File: config.mk
export PLATFORM = sky130hd
export DESIGN_NAME = async_receiver
export DESIGN_NICKNAME = d
export VERILOG_FILES = /design/src/rtl/async_receiver.sv
export SDC_FILE = /design/constraint.sdc
export NUM_CORES = 1
export LEC_CHECK = 0
export BUFFER_PORTS_ARGS = -buffer_cell sky130_fd_sc_hd__clkbuf_2
export CAP_MARGIN = 10
export CORE_ASPECT_RATIO = 1.5
export CORE_MARGIN = 2
export CORE_UTILIZATION = 66
export DETAILED_ROUTE_END_ITERATION = 6
export PLACE_DENSITY_LB_ADDON = 0.25
export SYNTH_ARGS = -nofsm -noshare
export SYNTH_HDL_FRONTEND = slang
export SYNTH_SLANG_ARGS = --single-unit
File: constraint.sdc
create_clock -name FPGA_CLK1_50 -period 3.4 [get_ports FPGA_CLK1_50]
set_input_delay 0.68 -clock FPGA_CLK1_50 [delete_from_list [all_inputs] [get_ports FPGA_CLK1_50]]
set_output_delay 0.68 -clock FPGA_CLK1_50 [all_outputs]
set_load 0.02 [all_outputs]
File: src/rtl/async_receiver.sv
// async_receiver: 8N1 UART receiver with mid-bit sampling, glitch rejection and framing-error detection.
module async_receiver #(
  parameter int CLK_FREQ = 50_000_000,
  parameter int BAUD     = 115200
) (
  input  logic       FPGA_CLK1_50,
  input  logic       reset_n,
  input  logic       RxD,
  output logic [7:0] RxD_data,
  output logic       RxD_data_ready,
  output logic       RxD_framing_err,
  output logic       RxD_busy
);
  localparam int BIT_CYCLES = (CLK_FREQ + BAUD / 2) / BAUD;
  localparam int HALF = BIT_CYCLES / 2;
  localparam int CW = $clog2(10 * BIT_CYCLES + 1);
  localparam logic [CW-1:0] START_PT = CW'(HALF - 1);
  localparam logic [CW-1:0] STOP_PT = CW'(HALF - 1 + 9 * BIT_CYCLES);

  typedef enum logic [2:0] {IDLE, START, DATA, STOP, WAIT_HIGH} state_t;

  state_t        state_q;
  logic [1:0]    sync_q;
  logic [CW-1:0] cnt_q, smp_q;
  logic [2:0]    bit_q;
  logic [7:0]    shift_q, data_q;
  logic          stop_q, ready_q, err_q;
  logic          rxd_s, hit;

  assign rxd_s = sync_q[1];
  assign hit = cnt_q == smp_q;
  assign RxD_data = data_q;
  assign RxD_data_ready = ready_q;
  assign RxD_framing_err = err_q;
  assign RxD_busy = state_q != IDLE;

  // Resetting the synchronizer high keeps reset release from looking like a start bit.
  always_ff @(posedge FPGA_CLK1_50 or negedge reset_n)
    if (!reset_n) sync_q <= 2'b11;
    else sync_q <= {sync_q[0], RxD};

  // cnt_q counts cycles since the start edge; smp_q holds the count of the next sample point.
  always_ff @(posedge FPGA_CLK1_50 or negedge reset_n) begin
    if (!reset_n) begin
      state_q <= IDLE;
      cnt_q   <= '0;
      smp_q   <= '0;
      bit_q   <= '0;
      shift_q <= '0;
      stop_q  <= 1'b0;
      data_q  <= '0;
      ready_q <= 1'b0;
      err_q   <= 1'b0;
    end else begin
      ready_q <= 1'b0;
      err_q   <= 1'b0;
      cnt_q   <= state_q == IDLE ? '0 : cnt_q + CW'(1);
      case (state_q)
        IDLE: begin
          smp_q <= START_PT;
          bit_q <= '0;
          if (!rxd_s) state_q <= START;
        end
        START: if (hit) begin
          state_q <= rxd_s ? IDLE : DATA;
          smp_q   <= smp_q + CW'(BIT_CYCLES);
        end
        DATA: if (hit) begin
          shift_q <= {rxd_s, shift_q[7:1]};
          bit_q   <= bit_q + 3'd1;
          smp_q   <= smp_q + CW'(BIT_CYCLES);
          if (bit_q == 3'd7) state_q <= STOP;
        end
        STOP: if (hit) begin
          if (cnt_q == STOP_PT) begin
            stop_q <= rxd_s;
            smp_q  <= smp_q + CW'(1);
          end else begin
            ready_q <= stop_q;
            err_q   <= !stop_q;
            if (stop_q) data_q <= shift_q;
            state_q <= stop_q ? IDLE : WAIT_HIGH;
          end
        end
        WAIT_HIGH: if (rxd_s) state_q <= IDLE;
        default: state_q <= IDLE;
      endcase
    end
  end
endmodule

==> reports/qor.csv <==
metric;value;unit
outcome;finished clean;
worst_slack;904;ps
grt_use_total;26.2;%
drt_iter0_markers;79;
grt_overflow;0;
comb_power_share;1.4;%
hpwlAfterDp;4370;µm
n_fill_cell;326;
wl;5940;µm
grt_max_degree;31;
htreeDepth;2;
crit_fanout;20;
timing.fmax;401;MHz
cts_setup_buffers;0;
drc;0;
vias_per_cell;6.39;
ys_ff_latch;53;
syn_area;3050;µm²
multi_input_area;1580;µm²
pre_cts_ws;949;ps
core-area;4470;µm²
crit_required;3600;ps
cts_resized;0;
drive_above_1_share;17.4;%
swShare;21.1;%
fin_crit_sh;73.4;%
hold_viol_final;0;
drt-pass1-iter-count;4;
finClkSkew;10.8;ps
rsz0062_at_grt;false;
die_area;5190;µm²
hold_buffers;0;
worst_setup_path_end_kind;flip-flop;
wl_per_cell;16.9;µm
worstPathCellList;xnor2_1 -> nand4_2 -> nor4_4 -> o21ai_2 -> or3_1 -> o21a_1;
port_buffers;13;
cts_buffers;5;
final_nets;312;
pwr-share-clk;34.6;%
synth_seq_area_share;43.6;%
synth_cell_types;56;
p_leak;1.47;nW
ant_nets;0;
min_period;2500;ps
die_height;87.2;µm
netlist_instances;298;
critPathMaxStageDelay;530;ps
crit_arrival;2700;ps
rows;30;
seqPwrFrac;64.0;%
worst_pin_slew;764;ps
startpoint_type;flip-flop;
start_util;68.2;%
max-slew-margin-rel;49.1;%
cap_violations;0;
vias;2250;
async_flop_share;100;%
hold_path_class;reg2reg;
tns;0;ps
setup_viol;0;
synth_edf_count;0;
power_density;311;nW/µm²
antenna_found_initial;0;
cts.path.max_buffers;2;
regArea;1330;µm²
ys_warn_count;0;
place_congestion;0.887;
die_x;59.5;µm
grt_pass1_vias;2217;
critPathKind;reg2reg;
clock_latency;310;ps
clkSinkCount;53;
avgSynthCellArea;10.2;µm²
cell_internal_pwr;779;µW
clkTransAtPathRegs;90;ps
vdd_ir_drop_max;0.250;mV
clockRootBuffer;clkbuf_8;
syn_nets;307;
area_growth;4.15;%
crit_slowest_cell;nor4_4;
slew_violations;0;
switchingPower;209;µW
io_pins;14;
antenna_cells;0;
grt_pass1_wl;10400;µm
synth_ff_type;dfrtp_1;
cts_tree;built;
==> sequential cells by signal, indices dropped and copies added (netlist names) <==
| signal | count |
|---|---|
| RxD_data | 8 |
| sync_q | 2 |
| smp_q | 13 |
| stop_q | 1 |
| shift_q | 8 |
| cnt_q | 13 |
| state_q | 3 |
| RxD_data_ready | 1 |
| RxD_framing_err | 1 |
| bit_q | 3 |
==> power groups by stage <==
stage | sequential (mW) | combinational (mW) | clock (mW)
after floorplan | 0.645 | 0.000387 | 0
after global placement | 0.645 | 0.0145 | 0
after detailed placement | 0.645 | 0.0151 | 0
after CTS | 0.633 | 0.0151 | 0.355
after global routing | 0.633 | 0.0172 | 0.373
final | 0.633 | 0.0137 | 0.342
==> Yosys cell counts (2+ instances only) <==
master	instances	share of area [%]
nand3_1	11	1.8
dfstp_2	2	1.7
buf_2	3	0.49
xnor2_2	3	1.6
nor3_1	5	0.82
a311o_1	2	0.66
ha_1	6	2.5
o31ai_1	6	1.5
o211ai_1	3	0.74
nand2b_1	3	0.62
mux2_4	16	7.9
o22ai_1	2	0.41
o21a_1	3	0.74
a32o_1	2	0.66
xor2_1	10	2.9
o21ai_0	5	0.82
nand4_1	4	0.82
clkbuf_1	11	1.4
a22oi_1	2	0.49
o41ai_1	3	0.86
nor4_1	2	0.41
and2_1	2	0.41
a31oi_1	2	0.41
nand2_1	18	2.2
nor2b_1	3	0.62
nor2_1	34	4.2
a21oi_1	14	2.3
and3_1	8	1.6
o21ai_1	13	2.1
or3_1	2	0.41
buf_6	5	1.8
a211oi_1	2	0.49
inv_1	6	0.74
a21o_1	2	0.49
xnor2_1	12	3.4
dfrtp_1	51	42
==> critical path: cells and delay by family (launching register included) <==
kind | cells | cell delay (ps)
AOI/OAI and AO/OA | 2 | 460
xor gates and xnor gates | 1 | 300
DFF | 1 | 490
and+or+nand+nor | 3 | 1140
==> cell usage in the layout (no fill, tap or decap), types with 5 or more instances in the layout <==
| cell | count |
|---|---|
| xor2_1 | 10 |
| mux2_4 | 16 |
| xnor2_1 | 12 |
| o21ai_0 | 5 |
| and3_1 | 8 |
| nand2_1 | 18 |
| nor2_1 | 34 |
| dfrtp_1 | 51 |
| nand3_1 | 11 |
| ha_1 | 6 |
| clkbuf_2 | 13 |
| clkbuf_8 | 5 |
| o21ai_1 | 13 |
| a21oi_1 | 14 |
| inv_1 | 6 |
| o31ai_1 | 6 |
| nor3_1 | 5 |
==> routing by layer <==
layer | GRT usage, % | routed length, µm | vias up | share of wire (%)
met3 | 4.90 | 243 | 17 | 4.1
met5 | 0 | 0 | - | 0
li1 | - | - | 1076 | -
met4 | 12.6 | 163 | 0 | 2.7
met1 | 31.1 | 2420 | 1079 | 41
met2 | 44.5 | 3110 | 78 | 52
==> logic make-up after synthesis <==
logic type	count (synthesis)	synth area share, %
buffers and inverters	26	4.56
AOI/OAI and AO/OA	68	14.7
DFF	53	43.6
adders and majority gates	6	2.46
and+or+nand+nor	102	18.2
xor gates and xnor gates	25	7.93
muxes	18	8.58
==> through the flow <==
stage	hold slack (ps)	area, µm²	power [mW]	instances	utilization [%]
after global placement	345	3090	0.660	344	69.2
after detailed placement	352	3090	0.660	344	69.2
after CTS	366	3170	1.00	352	71.0
final	365	3170	0.988	352	71.0
after global routing	372	3170	1.02	352	71.0
after floorplan	345	3050	0.646	298	-
==> worst paths after layout <==
check                      startpoint          end  slack (ps)  cells past startpoint
max                          smp_q[1]    smp_q[12]         900                      6
min                         sync_q[0]    sync_q[1]         360                      0
max reg2reg                  smp_q[1]    smp_q[12]         900                      6
min reg2reg                 sync_q[0]    sync_q[1]         360                      0
max in group asynchronous     reset_n    sync_q[1]        2170                      2
min in group asynchronous     reset_n  RxD_data[0]         400                      1
==> final cells by class <==
| class | instances | share of cell area [%] |
|---|---|---|
| multi-input cells | 219 | 49.8 |
| clock inverters | 1 | 0.237 |
| clock buffers | 7 | 2.41 |
| flip-flops and latches | 53 | 41.9 |
| repair buffers | 17 | 3.00 |
| well taps | 48 | 1.89 |
| inverters | 7 | 0.828 |
No activity file was read; power rests on OpenSTA's default activity.
